**src/rtl/modbus_rx_pkg.sv**
```systemverilog
// Shared types and constants for the Modbus RTU receive frame controller.
package modbus_rx_pkg;

    typedef enum logic [2:0] {
        IDLE,
        RECV,
        CHECK,
        WRITE,
        WAIT_GAP
    } state_t;

    localparam logic [2:0] ERR_ADDR    = 3'd1;
    localparam logic [2:0] ERR_FUNC    = 3'd2;
    localparam logic [2:0] ERR_COUNT   = 3'd3;
    localparam logic [2:0] ERR_CRC     = 3'd4;
    localparam logic [2:0] ERR_OVERRUN = 3'd5;
    localparam logic [2:0] ERR_SHORT   = 3'd6;

    localparam logic [15:0] CRC_INIT = 16'hFFFF;
    localparam logic [15:0] CRC_POLY = 16'hA001;

endpackage

```
**src/rtl/modbus_crc16_serial.sv**
```systemverilog
// Bit-serial Modbus CRC-16 (reflected 0xA001): one byte is absorbed over 8 cycles.
module modbus_crc16_serial
    import modbus_rx_pkg::*;
(
    input  logic        clk,
    input  logic        rst_n,
    input  logic        start,
    input  logic        init,
    input  logic [7:0]  data_byte,
    output logic        busy,
    output logic [15:0] crc
);

    logic [3:0] bit_cnt;

    // The byte is XORed into the low half on load; the 8 shifts then follow.
    always_ff @(posedge clk or negedge rst_n) begin
        if (!rst_n) begin
            crc     <= CRC_INIT;
            bit_cnt <= 4'd0;
        end else if (start) begin
            crc     <= (init ? CRC_INIT : crc) ^ {8'h00, data_byte};
            bit_cnt <= 4'd8;
        end else if (bit_cnt != 4'd0) begin
            crc     <= crc[0] ? ((crc >> 1) ^ CRC_POLY) : (crc >> 1);
            bit_cnt <= bit_cnt - 4'd1;
        end
    end

    assign busy = (bit_cnt != 4'd0);

endmodule

```
**src/rtl/modbus_rx_frame_ctrl.sv**
```systemverilog
// Modbus RTU receive framing, filtering and all-or-nothing register commit.
// Define MODBUS_RX_STATS_EN to add the ok_cnt/err_cnt frame counters.
module modbus_rx_frame_ctrl
    import modbus_rx_pkg::*;
#(
    parameter logic [7:0] SLAVE_ADDR = 8'h02,
    parameter logic [7:0] FUNC_CODE  = 8'h03,
    parameter int         NREG       = 10,
    parameter int         GAP_CYCLES = 15200
) (
    input  logic        clk,
    input  logic        rst_n,
    // Handshake: byte_valid is a one-cycle strobe with no back-pressure; a byte
    // that cannot be taken (CRC busy, CHECK, WRITE) is flagged as an overrun.
    input  logic        byte_valid,
    input  logic [7:0]  byte_data,
    output logic        reg_we,
    output logic [3:0]  reg_idx,
    output logic [15:0] reg_data,
    output logic        frame_ok,
    output logic        frame_err,
    output logic [2:0]  err_code,
    output logic        busy,
`ifdef MODBUS_RX_STATS_EN
    output logic [15:0] ok_cnt,
    output logic [15:0] err_cnt,
`endif
    output state_t      dbg_state
);

    localparam int FLEN   = 2 * NREG + 5;
    localparam int BCNT_W = $clog2(FLEN + 1);
    localparam int BUF_W  = $clog2(2 * NREG);
    localparam int GAP_W  = $clog2(GAP_CYCLES + 1);
    localparam logic [BCNT_W-1:0] FLEN_C     = BCNT_W'(FLEN);
    localparam logic [7:0]        BYTE_COUNT = 8'(2 * NREG);
    localparam logic [3:0]        LAST_IDX   = 4'(NREG - 1);

    state_t              state, state_n;
    logic [GAP_W-1:0]    gap_cnt;
    logic                gap_done;
    logic [BCNT_W-1:0]   bcnt;
    logic [7:0]          data_buf [2*NREG];
    logic                crc_start, crc_init, crc_busy;
    logic [15:0]         crc_val;
    logic                take, err_n, wr_n, ok_n;
    logic [2:0]          code_n;
    logic [3:0]          widx_n;
    logic [BUF_W-1:0]    rd_hi, rd_lo, wr_pos;

    modbus_crc16_serial u_crc (
        .clk       (clk),
        .rst_n     (rst_n),
        .start     (crc_start),
        .init      (crc_init),
        .data_byte (byte_data),
        .busy      (crc_busy),
        .crc       (crc_val)
    );

    assign gap_done  = (gap_cnt == GAP_W'(GAP_CYCLES));
    assign busy      = (state != IDLE);
    assign dbg_state = state;

    always_ff @(posedge clk or negedge rst_n) begin
        if (!rst_n) state <= IDLE;
        else        state <= state_n;
    end

    always_comb begin
        state_n   = state;
        crc_start = 1'b0;
        crc_init  = 1'b0;
        take      = 1'b0;
        err_n     = 1'b0;
        code_n    = err_code;
        wr_n      = 1'b0;
        ok_n      = 1'b0;
        widx_n    = reg_idx;
        case (state)
            IDLE: if (byte_valid) begin
                crc_start = 1'b1;
                crc_init  = 1'b1;
                take      = 1'b1;
                if (byte_data != SLAVE_ADDR) begin
                    err_n = 1'b1; code_n = ERR_ADDR; state_n = WAIT_GAP;
                end else begin
                    state_n = RECV;
                end
            end
            RECV: if (byte_valid) begin
                if (crc_busy || bcnt == FLEN_C) begin
                    err_n = 1'b1; code_n = ERR_OVERRUN; state_n = WAIT_GAP;
                end else begin
                    crc_start = 1'b1;
                    take      = 1'b1;
                    if (bcnt == BCNT_W'(1) && byte_data != FUNC_CODE) begin
                        err_n = 1'b1; code_n = ERR_FUNC; state_n = WAIT_GAP;
                    end else if (bcnt == BCNT_W'(2) && byte_data != BYTE_COUNT) begin
                        err_n = 1'b1; code_n = ERR_COUNT; state_n = WAIT_GAP;
                    end
                end
            end else if (bcnt == FLEN_C) begin
                if (!crc_busy) state_n = CHECK;
            end else if (gap_done) begin
                err_n = 1'b1; code_n = ERR_SHORT; state_n = IDLE;
            end
            CHECK: if (byte_valid) begin
                err_n = 1'b1; code_n = ERR_OVERRUN; state_n = WAIT_GAP;
            end else if (crc_val == 16'h0000) begin
                state_n = WRITE; wr_n = 1'b1; widx_n = 4'd0;
            end else begin
                err_n = 1'b1; code_n = ERR_CRC; state_n = WAIT_GAP;
            end
            WRITE: if (byte_valid) begin
                err_n = 1'b1; code_n = ERR_OVERRUN; state_n = WAIT_GAP;
            end else if (reg_idx == LAST_IDX) begin
                ok_n = 1'b1; state_n = WAIT_GAP;
            end else begin
                wr_n = 1'b1; widx_n = reg_idx + 4'd1;
            end
            WAIT_GAP: if (!byte_valid && gap_done) state_n = IDLE;
            default: state_n = IDLE;
        endcase
    end

    assign rd_hi  = BUF_W'(2 * widx_n);
    assign rd_lo  = rd_hi + BUF_W'(1);
    assign wr_pos = BUF_W'(bcnt - BCNT_W'(3));

    always_ff @(posedge clk or negedge rst_n) begin
        if (!rst_n) begin
            gap_cnt   <= GAP_W'(GAP_CYCLES);
            bcnt      <= '0;
            reg_we    <= 1'b0;
            reg_idx   <= 4'd0;
            reg_data  <= 16'h0000;
            frame_ok  <= 1'b0;
            frame_err <= 1'b0;
            err_code  <= 3'd0;
        end else begin
            if (byte_valid)     gap_cnt <= '0;
            else if (!gap_done) gap_cnt <= gap_cnt + GAP_W'(1);
            if (take) bcnt <= (state == IDLE) ? BCNT_W'(1) : bcnt + BCNT_W'(1);
            reg_we    <= wr_n;
            frame_ok  <= ok_n;
            frame_err <= err_n;
            err_code  <= code_n;
            if (wr_n) begin
                reg_idx  <= widx_n;
                reg_data <= {data_buf[rd_hi], data_buf[rd_lo]};
            end
        end
    end

    // Payload bytes k = 3 .. 2*NREG+2 land in data_buf[k-3].
    always_ff @(posedge clk) begin
        if (take && state == RECV && bcnt >= BCNT_W'(3) && bcnt < BCNT_W'(FLEN - 2))
            data_buf[wr_pos] <= byte_data;
    end

`ifdef MODBUS_RX_STATS_EN
    always_ff @(posedge clk or negedge rst_n) begin
        if (!rst_n) begin
            ok_cnt  <= 16'h0000;
            err_cnt <= 16'h0000;
        end else begin
            if (ok_n)  ok_cnt  <= ok_cnt + 16'h0001;
            if (err_n) err_cnt <= err_cnt + 16'h0001;
        end
    end
`endif

endmodule

```
**config.mk**
```make
export PLATFORM = sky130hd
export DESIGN_NAME = modbus_rx_frame_ctrl
export DESIGN_NICKNAME = d
export VERILOG_FILES = /design/src/rtl/modbus_rx_pkg.sv /design/src/rtl/modbus_crc16_serial.sv /design/src/rtl/modbus_rx_frame_ctrl.sv
export SDC_FILE = /design/constraint.sdc
export NUM_CORES = 1
export LEC_CHECK = 0
export CAP_MARGIN = 20
export CORE_MARGIN = 1
export CORE_UTILIZATION = 57
export DETAILED_ROUTE_END_ITERATION = 10
export GPL_ROUTABILITY_DRIVEN = 0
export PLACE_DENSITY = 0.75
export SYNTH_ARGS = -nofsm -noshare
export SYNTH_HDL_FRONTEND = slang
export SYNTH_HIERARCHICAL = 1
export SYNTH_SLANG_ARGS = --single-unit
```
**constraint.sdc**
```tcl
create_clock -name clk -period 3.1 [get_ports clk]
set_input_delay 0.31 -clock clk [delete_from_list [all_inputs] [get_ports clk]]
set_output_delay 0.31 -clock clk [all_outputs]
set_load 0.03 [all_outputs]
```
Yosys cells after proc, flatten, opt, wreduce, memory -nomap -nowiden:

Memory sizes are Yosys's and may differ from the RTL's. A register that Yosys moved wholly into a read port is not among the register bits.
Cells that the tools add are included.

* bits in registers: 52
* latch bits: 0
* ROM bits: 0
* bits in writable memories: 160
* input port bits: 11
* memories: 1

* multiply operators: 0
* reductions and logical operators: 18
* bitwise gates (word level): 2
* magnitude comparators: 2
* shift-type cells: 0
* divide/modulo/power cells: 0
* muxes and demuxes: 67
* add/subtract/negate cells: 6
* equality and inequality tests: 24

Memory list
* data_buf: words 20, bits a word 8, rd ports 2, clocked after Yosys merged registers in 2, write ports 1, RTL line modbus_rx_frame_ctrl.sv:43 `logic [7:0] data_buf [2*NREG];`

Operators with widths (count)
* 2-to-1 mux 3 bit: 25
* 2-to-1 mux 16 bit: 4
* 2-to-1 mux 14 bit: 2
* 2-to-1 mux 4 bit: 6
* 2-to-1 mux 1 bit: 23
* zero test 16 bit: 1
* inequality test 8 x 2 -> 1 bit, second input constant: 2
* bitwise XOR 16 x 8 -> 16 bit: 1
* case mux 3 bit (5 select lines): 1
* adder 14 x 1 -> 14 bit, second input constant: 1
* == test 14 bit, second input constant: 1
* inequality test 3 bit, second input constant: 4
* case mux 3 bit (4 select lines): 1
* adder 5 x 1 -> 5 bit, second input constant: 2
* inequality test 2 bit, second input constant: 5
* inequality test 4 bit, second input constant: 2
* inequality test 8 x 5 -> 1 bit, second input constant: 1
* case mux 4 bit (2 select lines): 1
* AND reduction 8 bit: 1
* nonzero test 4 bit: 2
* == test 3 x 2 -> 1 bit, second input constant: 2
* logical AND 1 bit: 6
* AND reduction 6 bit: 1
* == test 5 x 1 -> 1 bit, second input constant: 1
* 20 further kinds: 23

Depth between registers and ports, before layout:

* depth after elaboration: 10
* depth in mapped cells: 13

Cells and area by module:

Netlist, hierarchy kept.

Modules (own cells, without submodules)
* modbus_rx_frame_ctrl: area each 8909.8 µm², seq. area each 6014.5 µm², cells each 639, times used 1
* modbus_crc16_serial: area each 1122.3 µm², seq. area each 520.5 µm², cells each 119, times used 1

Worst setup path before layout:

OpenSTA, ideal clock, no wires.

* kind: reg-to-reg
* start point: register u_crc.bit_cnt[0]
* end point: memory data_buf[13][0], enable pin
* period minus slack after synthesis: 2.820 ns
* arrival: 2.449 ns
* stages on the path, launching flop included: 13
* path buffers: 2
* slack: 0.280 ns
* required time: 2.730 ns
* cell sequence: dfrtp_1 > inv_1 > ha_1 > nor3b_2 > buf_6 > inv_6 > buf_6 > nor3b_1 > nand2_1 > nand2_1 > and3_1 > nand2_1 > nor2_1

* longest elaborated chain between the ends: 10

Ends and longest elaborated chain
* from (decl): RTL line modbus_crc16_serial.sv:14 `logic [3:0] bit_cnt;`
* from (signal assigned): RTL line modbus_crc16_serial.sv:26 `bit_cnt <= bit_cnt - 4'd1;`
* nonzero test 4 bit: RTL line modbus_crc16_serial.sv:30 `assign busy = (bit_cnt != 4'd0);`
* net crc_busy: RTL line modbus_rx_frame_ctrl.sv:44 `logic crc_start, crc_init, crc_busy;`
* logical OR 1 bit: RTL line modbus_rx_frame_ctrl.sv:92 `if (crc_busy || bcnt == FLEN_C) begin`
* 2-to-1 mux 1 bit (2 in series)
* case mux 1 bit (2 select lines)
* net crc_start: RTL line modbus_rx_frame_ctrl.sv:44
* logical AND 1 bit (3 in series): RTL line modbus_rx_frame_ctrl.sv:158 `if (take && state == RECV && bcnt >= BCNT_W'(3) && bcnt < BCNT_W'(FLEN - 2))`
* 2-to-1 mux 1 bit: RTL line modbus_rx_frame_ctrl.sv:158
* 2-to-1 mux 1 bit (not written as such): RTL line modbus_rx_frame_ctrl.sv:159 `data_buf[wr_pos] <= byte_data;`
* to (decl): RTL line modbus_rx_frame_ctrl.sv:43

The timed path passes the listed nets, and every way through them passes these cells.

Final worst setup path:

* start point: register state[0] (netlist: dbg_state[0])
* end point: register reg_data[2], read port of data_buf

* longest elaborated chain between the ends: 3
* elaborated cells between the ends (all ways): 5
* classes of those cells: add/sub: 1; eq/ne: 2; mux: 2

Ends and longest elaborated chain
* from (decl): RTL line modbus_rx_frame_ctrl.sv:39 `state_t state, state_n;`
* from (signal assigned): RTL line modbus_rx_frame_ctrl.sv:67 `else state <= state_n;`
* == test 3 x 2 -> 1 bit: RTL line modbus_rx_frame_ctrl.sv:80 `case (state)`
* case mux 4 bit (2 select lines): RTL line modbus_rx_frame_ctrl.sv:80
* adder 5 x 1 -> 5 bit: RTL line modbus_rx_frame_ctrl.sv:128 `assign rd_lo = rd_hi + BUF_W'(1);`
* to (decl): RTL line modbus_rx_frame_ctrl.sv:19 `output logic [15:0] reg_data,`

Several ways; a longest one is shown, not always the timed one.
A chain may end at the register's enable or synchronous reset.

==> metrics.md <==
| Metric | Value |
|---|---|
| Worst Path Max Fanout | 15 |
| 1st-pass router iterations | 5 |
| # diodes | 0 |
| Pleak | 4.72 nW |
| Core area | 17200 µm² |
| Clock Tree Buf Depth | 3 |
| Residual DRC | 0 |
| Worst-margin pin slew | 0.650 ns |
| Input/output buffers | 40 |
| CTS tree | done |
| Delay-heaviest family, CP | simple AND/OR/NAND/NOR gates |
| First-pass GRT wire length | 35900 µm |
| Syn. warnings | 6 |
| CTS buffer count | 23 |
| Overall routed net length | 22800 µm |
| Vias in the first global route | 6527 |
| P&R area growth vs syn | 16.7% |
| RSZ-0062 raised after global routing | no |
| CTS H-Tree Depth | 1 |
| Hold WC Path Type | input pin to asynchronous set/reset pin |
| Top FF cell, synth | edfxtp_1 |
| Max-Cap Viols | 0 |
| Startpoint types | flop |
| Crit. End Element | flop |
| Footprint of the multi-input gates | 3220 µm² |
| Register area | 6540 µm² |
| Setup Skew | 0.00953 ns |
| Initial antenna violation count | 0 |
| Crit Path Class | flop to flop |
| NumNets Final | 858 |
| Worst r2r src | dbg_state[0] |
| Total number of vias | 6554 |
| Max-slew headroom | 56.7% |
| Worst Path Buf+Inv | 0 |
| Initial Utilization | 58.2% |
| Max VDD drop | 684 µV |
| Total GRT Usage | 26.1% |
| Worst-path clk slew | 0.06 ns |
| Final worst setup slack | 0.222 ns |
| Crit-path max cell delay | 0.62 ns |
| Fin Setup TNS | 0 ns |
| Max Fclk | 0.347 GHz |
| Critical-path top delay cell | or3_1 |
| Clock sink count | 228 |
| HPWL Detailed | 15000 µm |
| Avg WL per Cell | 21.1 µm |
| Worst-Skew Late Latency | 0.50 ns |
| CP required | 3.49 ns |
| Unique masters post-synth | 65 |
| PnR Total Power | 7.12 mW |
| Post-synth ARST share | 29.8% |
| Post-synth EDFFs | 160 |
| R2r setup slk | 0.22 ns |
| Synthesized area | 10000 µm² |
| Sequential area share after synthesis | 65.1% |
| Worst slack, placed | -0.229 ns |
| Period Utilization, post-route | 92.8% |
| Fillers | 1177 |
| Hold Worst Slack | 0.393 ns |
| Detailed Route Iter0 Violations | 591 |
| Fraction of layout cells with a size suffix above 1 | 16.9% |
| Synth Net Count | 779 |
| Outcome | finished, final reports clean |
| Io pins | 41 |
| Seq cells post-synth | 228 |
| DR vias/cell | 6.08 |
| Full die area | 18100 µm² |
| Die width | 135 µm |
| Largest net degree at the start of global routing | 41 |
| Worst Path Arrival | 3.26 ns |
| Worst path cell trace | nand2b_1 -> nor4_1 -> nor4_1 -> o21ai_0 -> or3_1 -> o221ai_1 -> a211o_1 |
| Total grt overflow | 0 |
| Min Tclk post-route | 2.88 ns |
| Critical Path Start | dbg_state[0] |
| Rows | 48 |
| # setup viols final | 0 |
| Post-Synthesis Cells | 758 |
| Most used cell along the critical path | nor4_1 |
| Root buffer cell | clkbuf_16 |
| Routed Antenna Nets | 0 |
| Pwr dens | 608 nW/µm² |
| Max-slew violations | 0 |
| Synthesized area per cell | 13.2 µm² |
| Final hold viol count | 0 |
| Die Ht | 135 µm |
Yosys cell counts, types with 17 or more instances:
| master | instances | area, µm² |
|---|---|---|
| o21ai_0 | 30 | 150 |
| nor3_1 | 29 | 145 |
| o22ai_1 | 17 | 106 |
| or3_1 | 17 | 106 |
| nand2_1 | 49 | 184 |
| dfrtp_1 | 45 | 1130 |
| inv_1 | 20 | 75.1 |
| nor2_1 | 61 | 229 |
| nand3_1 | 17 | 85.1 |
| a211o_1 | 20 | 175 |
| dfstp_2 | 23 | 604 |
| mux2i_1 | 72 | 721 |
| edfxtp_1 | 160 | 4800 |
| mux2_2 | 19 | 214 |
final timing paths:
path	cells past startpoint	to
max reg2reg	7	reg_data[2]
max in group asynchronous	3	gap_cnt[12]
min reg2reg	2	gap_cnt[12]
min	3	u_crc/bit_cnt[2]
min in group clk	2	gap_cnt[12]
max	7	reg_data[2]
timing repair:
action	in CTS	in global routing
gates resized for setup	0	2
hold buffers	1	0
hold endpoints to repair	45	0
buffers inserted	0	0
setup endpoints to repair	0	109
report_power, final:
part / internal [mW] / switching, mW / leakage, nW
logic: 0.304 / 0.406 / 2.10
registers: 3.49 / 0.165 / 2.27
clock network: 1.64 / 1.11 / 0.363
registers in the layout, indices dropped and copies added, names as in the netlist:
name and count:
frame_ok 1, u_crc/bit_cnt 4, reg_idx 4, err_code 3
data_buf 160, frame_err 1, dbg_state 3, bcnt 5
reg_data 16, u_crc/crc 16, gap_cnt 14, reg_we 1
worst register-to-register path: stages (launching register included):
cell and delay, ns:
dfrtp_1 0.48, nand2b_1 0.16, nor4_1 0.36, nor4_1 0.11, o21ai_0 0.47, or3_1 0.62
o221ai_1 0.26, a211o_1 0.31
per-layer routing:
metal	track usage, %	routed length (µm)
met1	36.2	9720
met2	42.9	11000
met3	3.19	1420
met4	9.30	656
met5	0	0
area by class of cell:
class | instances | share of cell area, %
Multi-Input combinational cell | 469 | 27.5
Timing Repair Buffer | 94 | 7.18
Inverter | 21 | 0.716
Sequential cell | 228 | 55.8
Clock buffer | 28 | 5.16
Tap cell | 225 | 2.40
Clock inverter | 13 | 1.24
metrics by stage:
step                      utilization, %  std cells  cell area (µm²)
after detailed placement            63.5       1036            10900
after CTS                           67.9       1078            11700
after global routing                67.9       1078            11700
after floorplan                        -        758            10000
final                               67.9       1078            11700
after global placement              63.5       1036            10900
layout by cell type, fill, tap and decap left out, types with 5 or more instances in the layout:
| cell | synthesis | final |
|---|---|---|
| o21ai_0 | 30 | 30 |
| nand2_1 | 49 | 49 |
| mux2_2 | 19 | 19 |
| xor2_1 | 6 | 6 |
| a211o_1 | 20 | 20 |
| edfxtp_1 | 160 | 160 |
| a21oi_1 | 14 | 14 |
| nor3_1 | 29 | 29 |
| a31oi_1 | 5 | 5 |
| nand2b_1 | 13 | 13 |
| dfstp_2 | 23 | 23 |
| ha_1 | 10 | 10 |
| o22ai_1 | 17 | 17 |
| or3_1 | 17 | 17 |
| nor4_1 | 6 | 6 |
| o221ai_1 | 15 | 15 |
| inv_1 | 20 | 20 |
| clkdlybuf4s50_1 | 0 | 39 |
| xnor2_1 | 7 | 7 |
| nor2_1 | 61 | 61 |
| nand3_1 | 17 | 17 |
| mux2i_1 | 72 | 72 |
| dfrtp_1 | 45 | 45 |
| clkbuf_16 | 0 | 23 |
| and3_1 | 7 | 7 |
| buf_4 | 3 | 50 |
cells by family after synthesis:
logic type,share of synthesized area [%]
simple gates,11.5
flops,65.1
compound gates,8.72
mux,9.32
buf+inv,2.98
xor+xnor,1.13
fa+ha+maj,1.25
No activity file was read; power rests on OpenSTA's default activity.
